### src/rtl/coco_audio_pkg.sv
// Shared types and constants for the audio / cassette I/O stage.
// Sound source encoding matches the PIA0 {CB2, CA2} mux select pins.
package coco_audio_pkg;

    typedef enum logic [1:0] {
        SRC_DAC  = 2'd0,
        SRC_TAPE = 2'd1,
        SRC_CART = 2'd2,
        SRC_NONE = 2'd3
    } snd_src_t;

    localparam int                 DAC_W        = 6;
    localparam int                 MIX_W        = DAC_W + 1;
    localparam logic [DAC_W-1:0]   MIDSCALE_DEF = 6'h20;
    localparam logic [MIX_W-1:0]   SBS_WEIGHT   = 7'd32;

    // Single-bit sound rides on top of the sampled DAC level, giving 0..95.
    function automatic logic [MIX_W-1:0] mix_level(input logic [DAC_W-1:0] level,
                                                   input logic             sbs);
        return {1'b0, level} + (sbs ? SBS_WEIGHT : {MIX_W{1'b0}});
    endfunction

endpackage

### src/rtl/audio_cassette_io_ds_mod1.sv
// Generic first-order delta-sigma modulator: output is the carry out of a
// W-bit phase accumulator, so ones density = din / 2**W.
module ds_mod1 #(
    parameter int W = 7
) (
    input  logic         clk,
    input  logic         rst,
    input  logic         clr,
    input  logic [W-1:0] din,
    output logic         dout
);

    logic [W-1:0] acc;
    logic [W:0]   sum;

    assign sum = {1'b0, acc} + {1'b0, din};

    // clr pins the accumulator at zero so the bit stream restarts from a known phase.
    always_ff @(posedge clk or posedge rst) begin
        if (rst) begin
            acc  <= '0;
            dout <= 1'b0;
        end else if (clr) begin
            acc  <= '0;
            dout <= 1'b0;
        end else begin
            acc  <= sum[W-1:0];
            dout <= sum[W];
        end
    end

endmodule

### src/rtl/audio_cassette_io.sv
// Audio output and cassette I/O stage behind the two PIAs: sample-rate source
// select, two delta-sigma modulators and a glitch filter on the tape input.
module audio_cassette_io
    import coco_audio_pkg::*;
#(
    parameter int               SAMPLE_DIV = 50,
    parameter int               FILTER_LEN = 16,
    parameter logic [DAC_W-1:0] MIDSCALE   = MIDSCALE_DEF
) (
    input  logic             clk,
    input  logic             rst,
    input  logic [DAC_W-1:0] dac_in,
    input  logic             sbs,
    input  logic             snd_en,
    input  logic [1:0]       mux_sel,
    input  logic             motor,
    input  logic             tape_in,
    output logic             tape_bit,
    output logic             tape_out,
    output logic             audio,
    output logic             sample_stb
);

    localparam int              DIV_W     = (SAMPLE_DIV > 1) ? $clog2(SAMPLE_DIV) : 1;
    localparam logic [DIV_W-1:0] DIV_LAST = DIV_W'(SAMPLE_DIV - 1);
    localparam logic [7:0]      FILT_LAST = 8'(FILTER_LEN - 1);

    logic [DIV_W-1:0] div_cnt;
    logic [DIV_W-1:0] div_next;
    logic [DAC_W-1:0] sample_reg;
    logic [DAC_W-1:0] sel_level;
    logic [MIX_W-1:0] mix;
    snd_src_t         src;
    logic             sync_q1;
    logic             sync_q2;
    logic [7:0]       filt_cnt;

    // Sample-rate divider; the strobe is registered from the next count so it
    // is high exactly while div_cnt sits at its last value.
    assign div_next = (div_cnt == DIV_LAST) ? '0 : div_cnt + 1'b1;

    always_ff @(posedge clk or posedge rst) begin
        if (rst) begin
            div_cnt    <= '0;
            sample_stb <= 1'b0;
        end else begin
            div_cnt    <= div_next;
            sample_stb <= (div_next == DIV_LAST);
        end
    end

    assign src = snd_src_t'(mux_sel);

    always_comb begin
        sel_level = MIDSCALE;
        if (snd_en) begin
            unique case (src)
                SRC_DAC:  sel_level = dac_in;
                SRC_TAPE: sel_level = tape_bit ? {DAC_W{1'b1}} : {DAC_W{1'b0}};
                SRC_CART: sel_level = MIDSCALE;
                SRC_NONE: sel_level = MIDSCALE;
            endcase
        end
    end

    // tape_bit here is the pre-flip value when a flip lands on the strobe clk.
    always_ff @(posedge clk or posedge rst) begin
        if (rst) begin
            sample_reg <= MIDSCALE;
        end else if (sample_stb) begin
            sample_reg <= sel_level;
        end
    end

    assign mix = mix_level(sample_reg, sbs);

    ds_mod1 #(.W(MIX_W)) u_audio_mod (
        .clk  (clk),
        .rst  (rst),
        .clr  (1'b0),
        .din  (mix),
        .dout (audio)
    );

    ds_mod1 #(.W(DAC_W)) u_tape_mod (
        .clk  (clk),
        .rst  (rst),
        .clr  (~motor),
        .din  (dac_in),
        .dout (tape_out)
    );

    always_ff @(posedge clk or posedge rst) begin
        if (rst) begin
            sync_q1 <= 1'b0;
            sync_q2 <= 1'b0;
        end else begin
            sync_q1 <= tape_in;
            sync_q2 <= sync_q1;
        end
    end

    // Any return to the current level before FILTER_LEN clks restarts the run.
    always_ff @(posedge clk or posedge rst) begin
        if (rst) begin
            filt_cnt <= '0;
            tape_bit <= 1'b0;
        end else if (sync_q2 == tape_bit) begin
            filt_cnt <= '0;
        end else if (filt_cnt == FILT_LAST) begin
            filt_cnt <= '0;
            tape_bit <= sync_q2;
        end else begin
            filt_cnt <= filt_cnt + 8'd1;
        end
    end

endmodule

### config.mk
export PLATFORM = sky130hd
export DESIGN_NAME = audio_cassette_io
export DESIGN_NICKNAME = d
export VERILOG_FILES = /design/src/rtl/coco_audio_pkg.sv /design/src/rtl/audio_cassette_io_ds_mod1.sv /design/src/rtl/audio_cassette_io.sv
export SDC_FILE = /design/constraint.sdc
export NUM_CORES = 1
export LEC_CHECK = 0
export CAP_MARGIN = 25
export CORE_UTILIZATION = 55
export CTS_CLUSTER_SIZE = 10
export DETAILED_ROUTE_END_ITERATION = 10
export PLACE_DENSITY = 0.77
export SYNTH_ARGS = -nofsm -noshare
export SYNTH_HDL_FRONTEND = slang
export SYNTH_SLANG_ARGS = --single-unit
export TNS_END_PERCENT = 1
### constraint.sdc
create_clock -name clk -period 2.1 [get_ports clk]
set_input_delay 0.42 -clock clk [delete_from_list [all_inputs] [get_ports clk]]
set_output_delay 0.42 -clock clk [all_outputs]
set_load 0.02 [all_outputs]
# == Yosys cells after proc, flatten, opt, wreduce, memory -nomap -nowiden ==
# Index checks and enable logic that the tools add are counted.
# totals
output_inout_bits,4
elab_cells,36
reg_bits,39
# classes
eq_ne,7
n_bitwise,1
n_mux,9
addsub,5
n_reduce_logical,3
# op_table
op,count
$mux W6,5
$pmux W6 S3,1
$mux W8,2
$add A6 B6 Y7,2
$eq A6 B6 Y1 const B,2
$add A7 B7 Y8,1
$add A8 B1 Y8 const B,1
$eq A8 B4 Y1 const B,1
$add A6 B1 Y6 const B,1
$eq A2 B2 Y1 const B,2
$eq A2 B1 Y1 const B,1
$logic_not A2 Y1,1
$reduce_and A2 Y1,1
$reduce_or A2 Y1,1
$eq A1 B1 Y1,1
$mux W1,1
$not A1 Y1,1

# == Longest topological paths before layout ==
# Gate-level depths: netlist of run 1.
# depth
depth_word,4
ltp_mapped,6
mapped_depth_nobuf,6

# == By module ==
# Synthesis of run 1 repeated with hierarchy kept, for this count alone.
# hier_totals
cells_unflattened,210
area_unflattened_um2,2149.6
# modules_own_cells
module,area_per_inst_um2,instances,cells_each,seq_area_each_um2
audio_cassette_io,1143.6,1,112,601.8
ds_mod1 (u_audio_mod),529.3,1,56,200.2
ds_mod1 (u_tape_mod),476.7,1,42,175.2

# == Least setup slack after synthesis of run 1 ==
# OpenSTA, ideal clock, no wires.
# synth_path
path_kind,reg2reg
startpoint,register sample_reg[1]
endpoint,register u_audio_mod.dout
arrival_time_ps,1713
path_slack_ps,257
path_stages_with_launch,7
setup_time_ps,131
n_path_buf,0
cell_sequence,dfrtp_1 ha_1 ha_1 fa_1 a21o_1 a21oi_1 o21ai_0
# synth_between
elab_chain_cells,2
# synth_rtl
item,line_no,rtl
"start, declared",audio_cassette_io.sv:30,logic [DAC_W-1:0] sample_reg;
"start signal, assigned",audio_cassette_io.sv:71,sample_reg <= sel_level;
$add A6 B6 Y7,coco_audio_pkg.sv:20,"return {1'b0, level} + (sbs ? SBS_WEIGHT : {MIX_W{1'b0}});"
$add A7 B7 Y8,audio_cassette_io_ds_mod1.sv:16,"assign sum = {1'b0, acc} + {1'b0, din};"
via u_audio_mod.sum[7],audio_cassette_io_ds_mod1.sv:14,logic [W:0] sum;
"end signal, assigned",audio_cassette_io_ds_mod1.sv:28,dout <= sum[W];
"end, declared",audio_cassette_io_ds_mod1.sv:10,output logic dout
# The timed path passes the listed nets, and every way through them passes these cells.
# A chain may end at the register's enable or synchronous reset.

# == Final worst setup path of run 1 ==
# layout_path
startpoint,input dac_in[0]
endpoint,register u_tape_mod.acc[4]
# layout_between
elab_chain_cells,2
# layout_rtl
item,line_no,rtl
"start, declared",audio_cassette_io.sv:12,"input logic [DAC_W-1:0] dac_in,"
$add A6 B6 Y7,audio_cassette_io_ds_mod1.sv:16,
$mux W6,audio_cassette_io_ds_mod1.sv:23,end else if (clr) begin
"end signal, assigned",audio_cassette_io_ds_mod1.sv:27,acc <= sum[W-1:0];
"end, declared",audio_cassette_io_ds_mod1.sv:13,logic [W-1:0] acc;
# Every way passes these cells.

==> results of run 1 <==
==> report_power, final <==
part	total (uW)	internal [uW]	switching (uW)
logic	421	202	219
clock network	481	233	248
registers	850	823	27.3
total	1750	1260	494
==> synthesized netlist by cell type (2+ instances only) <==
cell,count,area (sq um)
mux2i_1,3,30.03
inv_1,19,71.32
and2_1,6,37.54
nor2_1,13,48.80
o21ai_0,7,35.03
xnor2_1,7,61.31
nor3_1,2,10.01
ha_1,20,250.2
a21o_1,2,15.01
fa_1,3,60.06
dfrtp_1,38,950.9
o211ai_1,2,15.01
a21oi_1,18,90.09
nor2b_1,2,12.51
nand2_1,10,37.54
nand3b_1,3,22.52
nand2b_1,2,12.51
nand3_1,3,15.01
and3_1,3,18.77
xor2_1,4,35.03
nand4_1,2,12.51
o22ai_1,5,31.28
==> kinds of logic (layout without fill, tap and decap cells) <==
group / count (synthesis) / after routing / share of synthesized area
adders and majority gates: 23 / 23 / 0.1524
and+or+nand+nor: 55 / 55 / 0.1561
muxes: 4 / 4 / 0.02213
DFF: 39 / 39 / 0.4800
xor gates and xnor gates: 11 / 11 / 0.04733
buffers and inverters: 20 / 45 / 0.03688
AOI/OAI and AO/OA: 37 / 37 / 0.1051
==> path summary, 6_finish.rpt <==
kind                       slack, ps           endpoint  cells past startpoint
setup / recovery                  80  u_tape_mod.acc[4]                      7
hold / removal                   350            sync_q2                      0
setup reg to reg                  90   u_audio_mod.dout                      6
hold reg to reg                  350            sync_q2                      0
max in group asynchronous       1200      sample_reg[5]                      3
min in group asynchronous        550        filt_cnt[4]                      3
==> layer usage <==
metal / up-vias / track usage
li1: 699 / -
met4: 0 / 0.1337
met1: 677 / 0.2575
met2: 36 / 0.3587
met3: 8 / 0.05657
met5: - / 0
==> layout make-up <==
cell class / count / share of cell area
tap: 46 / 0.02451
sequential: 39 / 0.4161
clock buffer: 7 / 0.03250
clock inverter: 1 / 0.002131
multi-input combinational: 130 / 0.4188
timing repair buffer: 18 / 0.07565
inverter: 19 / 0.03037
==> cells in the final DEF (no fill, tap or decap), drive strengths merged, types with 2 or more instances in the layout <==
cell type / count
xnor2: 7
nand3: 3
clkdlybuf4s50: 17
nor3: 3
o21ai: 7
and3: 3
o22ai: 5
xor2: 4
dfrtp: 38
o211ai: 2
mux2i: 3
clkbuf: 7
fa: 3
a21o: 2
a21oi: 18
nand4: 2
inv: 19
ha: 20
and2: 6
nand2b: 2
nor2b: 2
nand2: 10
nand3b: 3
nor2: 14
==> through the flow <==
| stage | setup WS (ps) | power [uW] | std cells |
|---|---|---|---|
| floorplan | 256.7 | 1152 | 189 |
| global placement | -104.3 | 1253 | 252 |
| global route | 3.708 | 1852 | 260 |
| CTS | 80.34 | 1775 | 260 |
| finish | 76.31 | 1752 | 260 |
| detailed placement | -230.9 | 1288 | 252 |
==> reports/summary.txt, run 1 <==
Clock latency on the worst-skew pair -> 290 ps
Final hold slack -> 353.9 ps
Port Buffer Count -> 17
GP Congestion -> 0.7779
Antenna-violating nets left -> 0
Max-cap violations -> 0
Final Cell Area -> 2349 sq um
Vias/cell -> 5.462
Syn Inst Count -> 189
Worst Path Arrival -> 2200 ps
Root Buffer Master -> clkbuf_8
RSZ-0062 raised after global routing -> no
Worst Hold Launch -> sync_q1
CP required -> 2280 ps
Antenna violations before repair -> 0
Yosys cell types -> 37
Max Used Layer -> met4
CTS tree -> built
Die Span Y -> 62.84 um
Max FFs per register -> 8
Post-CTS Setup Bufs -> 0
CP endpoint kind -> flop
First-pass GRT wire length -> 6.637 mm
Critical path type -> in -> reg
Fillers -> 278
Rel. slew slack -> 0.6775
Max incr delay on CP -> 450 ps
Reg area -> 977.2 sq um
Worst-Margin Slew -> 483.8 ps
Crit-path cells -> clkdlybuf4s50_1 -> ha_1 -> fa_1 -> a21o_1 -> a21oi_1 -> xnor2_1 -> and2_1
M1 wire length -> 1.618 mm
Largest registers -> filt_cnt: 8 flops, u_audio_mod.acc: 7 flops
Placed inst area -> 2267 sq um
Iteration-0 DRC Markers -> 47
Reg clk slew, reported paths -> 70 ps
Die X -> 62.84 um
Slowest CP cell -> clkdlybuf4s50_1
PD cells -> 746.2 nW/um^2
Startpoint Class -> primary input
Vias in the first global route -> 1,588
Die area -> 3949 sq um
H-Tree Depth -> 2
CP startpoint -> dac_in[0]
Clock Skew -> 3.315 ps
Fmax -> 0.4941 GHz
Final Cycle Share -> 0.9637
Post-synth EDFFs -> 0
Status -> finished, final reports clean
Reg2Reg Launch Point -> sample_reg[1]
Largest net degree at the start of global routing -> 40
Main synth FF type -> dfrtp_1
Met3 wire len -> 166 um
Max-slew violation count -> 0
CTS max path bufs -> 2
Post-synthesis instance area -> 2036 sq um
DRC violations left -> 0
Syn. warnings -> 0
CP delay by family, top -> adder cells
# resized after CTS -> 0
Clock sink count -> 39
Util after Layout -> 0.6823
Avg Cell Area, Syn -> 10.77 sq um
WL final -> 3.683 mm
Share of layout cells above drive strength 1 -> 0.06075
Clock buffer count from CTS -> 5
Via count -> 1,420
P&R area growth vs syn -> 15.37%
Worst vdd ir -> 0.5082 mV
Row count -> 21
Seq/Total Area, Yosys -> 0.4800
Crit Path Max Fanout -> 2
Min-delay worst type -> reg -> reg
Min Tclk post-route -> 2024 ps
Ports -> 18
Most flops, register -> filt_cnt
Gr ovfl total -> 0
Setup Viol. Count Final -> 0
Flops & latches, synth -> 39
Fin. Hold Viols -> 0
Multi-input logic area -> 983.4 sq um
Setup TNS -> 0 ps
Routed length on met2 -> 1.819 mm
Post-Syn Nets -> 226
NumNets Final -> 250
HPWL after DPL -> 2.874 mm
Core ar. -> 3442 sq um
Hold-fix buffers at CTS -> 0
CP Buf/Inv Count -> 1
Initial Utilization -> 0.5914
Async SR Flop Fraction -> 1.000
1st-pass router iterations -> 4
P_leak -> 0.001121 uW
ANT cells -> 0
Tot GR Track Use -> 0.2193
Routed WL per cell -> 14.17 um
Note: power is estimated with default switching activity, not from simulation.
==> run 2: changes to the inputs <==
--- a/config.mk
+++ b/config.mk
@@ -5,11 +5,13 @@
 export SDC_FILE = /design/constraint.sdc
 export NUM_CORES = 1
 export LEC_CHECK = 0
+export ABC_CLOCK_PERIOD_IN_PS = 2100
 export CAP_MARGIN = 25
 export CORE_UTILIZATION = 55
 export CTS_CLUSTER_SIZE = 10
 export DETAILED_ROUTE_END_ITERATION = 10
 export PLACE_DENSITY = 0.77
+export REMOVE_ABC_BUFFERS = 1
 export SYNTH_ARGS = -nofsm -noshare
 export SYNTH_HDL_FRONTEND = slang
 export SYNTH_SLANG_ARGS = --single-unit
==> run 2 against run 1 <==
Compared with the run above:
- sequential power barely moved
- critical path type is now reg -> reg
- largest cell class unchanged
- fmax rose by 0.89%
- largest power group unchanged
- critical endpoint is now u_audio_mod.dout
- register-to-register slack barely moved
- global-route usage fell by 0.71 points
==> reports/summary.txt, run 2 (synthesis gave the netlist of run 1 again) <==
Core ar. -> 3442 sq um (unchanged)
R2R cell count -> 6 (unchanged)
Max-slew violation count -> 0 (unchanged)
RSZ-0062 raised after global routing -> no
Vias in the first global route -> 1,435 (-9.6%)
Reg2Reg Launch Point -> sample_reg[1]
Most flops, register -> filt_cnt
P&R area growth vs syn -> 15.55%
Antenna violations before repair -> 0 (unchanged)
Antenna-violating nets left -> 0 (unchanged)
Share of layout cells above drive strength 1 -> 0.06542 (+0.004673)
Max FFs per register -> 8 (unchanged)
CTS max path bufs -> 2 (unchanged)
Hold depth -> 0 (unchanged)
Most common cell after layout, fill and taps aside -> dfrtp_1
H-Tree Depth -> 2 (unchanged)
Critical path type -> reg -> reg
Clock buffer count from CTS -> 5 (unchanged)
Most frequent cells in the layout -> 38 x dfrtp_1, 20 x ha_1, 19 x inv_1
Startpoint Class -> flop
1st-pass router iterations -> 4 (unchanged)
Clock sink count -> 39 (unchanged)
Ports -> 18 (unchanged)
Fmax -> 0.4986 GHz (+0.89%)
Reg area -> 977.2 sq um (unchanged)
First-pass GRT wire length -> 6.396 mm (-3.6%)
Crit Path Max Fanout -> 2 (unchanged)
Worst Path Arrival -> 2170 ps (-30 ps)
Routed length on met2 -> 1.770 mm (-2.7%)
Root Buffer Master -> clkbuf_8
Vias/cell -> 5.523 (+1.1%)
Clock share of power -> 0.271 (-0.003)
Power Internal -> 1257 uW (-0.14%)
Logic pwr share -> 0.239 (about the same)
P_leak -> 0.001121 uW (about the same)
GP Congestion -> 0.7956 (+2.3%)
Die area -> 3949 sq um (unchanged)
DRC violations left -> 0 (unchanged)
# resized after CTS -> 0 (unchanged)
Iteration-0 DRC Markers -> 65 (+38%)
Worst Hold Launch -> sync_q1
Fillers -> 273 (-1.8%)
Die Span Y -> 62.84 um (unchanged)
Post-CTS Setup Bufs -> 0 (unchanged)
Min-delay worst type -> reg -> reg
Setup Viol. Count Final -> 0 (unchanged)
Final Cycle Share -> 0.9551 (-0.008542)
Fin. Hold Viols -> 0 (unchanged)
Initial Utilization -> 0.5914 (unchanged)
Tot GR Track Use -> 0.2122 (-0.007088)
Reg clk slew, reported paths -> 70 ps (about the same)
Hold-fix buffers at CTS -> 0 (unchanged)
Via count -> 1,436 (+1.1%)
ANT cells -> 0 (unchanged)
Met3 wire len -> 145 um (-13%)
Cells after DPL -> 252 (unchanged)
WL final -> 3.631 mm (-1.4%)
CP required -> 2260 ps (-20 ps)
CTS tree -> built
Non-Filler Instances -> 260 (unchanged)
Clock latency on the worst-skew pair -> 280 ps (about the same)
Final setup margin -> 94.25 ps (+17.94 ps)
Port Buffer Count -> 17 (unchanged)
Multi-input logic area -> 987.2 sq um (+0.38%)
Largest registers -> filt_cnt: 8 flops, u_audio_mod.acc: 7 flops
Switching share of power -> 0.2745 (-0.007435)
PD cells -> 736.3 nW/um^2 (-1.3%)
Worst-Margin Slew -> 484.9 ps (+1.111 ps)
Gr ovfl total -> 0 (unchanged)
NumNets Final -> 250 (unchanged)
HPWL after DPL -> 2.690 mm (-6.4%)
Pre-CTS setup slack -> -166.0 ps (+64.90 ps)
Flop pwr share -> 0.490 (+0.005)
Clock Skew -> 2.536 ps (-0.7787 ps)
Worst vdd ir -> 0.5014 mV (-1.3%)
Rel. slew slack -> 0.6767 (-0.0007410)
M1 wire length -> 1.633 mm (+0.93%)
Max Used Layer -> met4
Psw -> 475.4 uW (-3.8%)
Status -> finished, final reports clean
Largest net degree at the start of global routing -> 40 (unchanged)
Routed WL per cell -> 13.97 um (-1.4%)
CP endpoint kind -> flop
Max-cap violations -> 0 (unchanged)
Min Tclk post-route -> 2006 ps (-17.94 ps)
CP startpoint -> sample_reg[1]
Row count -> 21 (unchanged)
Die X -> 62.84 um (unchanged)
## run 2: changes by cell type in the layout (fill, tap and decap cells not counted)
cell     previous run  this run
a21oi_1            18        17
a21oi_2             0         1
## run 2: through the flow
step	instance area, sq um	hold WS (ps)	utilization	power, uW	setup TNS [ps]
detailed placement	2267	342.0	0.6587	1280	-494.4
finish	2352	355.8	0.6834	1732	0
global route	2352	359.2	0.6834	1848	0
CTS	2349	357.9	0.6823	1751	0
floorplan	2032	331.2	-	1152	0
global placement	2267	334.1	0.6587	1253	-288.9
## run 2: final timing paths
| path | to | slack, ps |
|---|---|---|
| max | u_audio_mod.dout | 90 |
| min | sync_q2 | 360 |
| max reg2reg | u_audio_mod.dout | 90 |
| min reg2reg | sync_q2 | 360 |
| max in group asynchronous | sample_reg[5] | 1200 |
| min in group asynchronous | filt_cnt[7] | 540 |
## run 2: layout make-up
| class | count | share of cell area |
|---|---|---|
| timing repair buffer | 18 | 0.07553 |
| inverter | 19 | 0.03032 |
| sequential | 39 | 0.4154 |
| tap | 46 | 0.02447 |
| clock inverter | 1 | 0.002128 |
| multi-input combinational | 130 | 0.4197 |
| clock buffer | 7 | 0.03245 |
## run 2: power by group through the flow
stage               logic, uW  clock network [uW]  registers, uW
finish                    414                 470            848
global route              475                 518            855
CTS                       417                 485            849
detailed placement        416                   0            864
global placement          391                   0            862
floorplan                 276                   0            876
## run 2: metal layers
layer  global-route usage  vias up
met2               0.3505       33
met4              0.09593        0
li1                     -      705
met3              0.04745        8
met1               0.2651      690
met5                    0        -
## run 2: worst max-delay path: stages (launching register included)
cell and delay [ps]:
dfrtp_1 390, ha_1 310, ha_1 250, fa_1 420, a21o_1 220, a21oi_2 180, o21ai_0 110
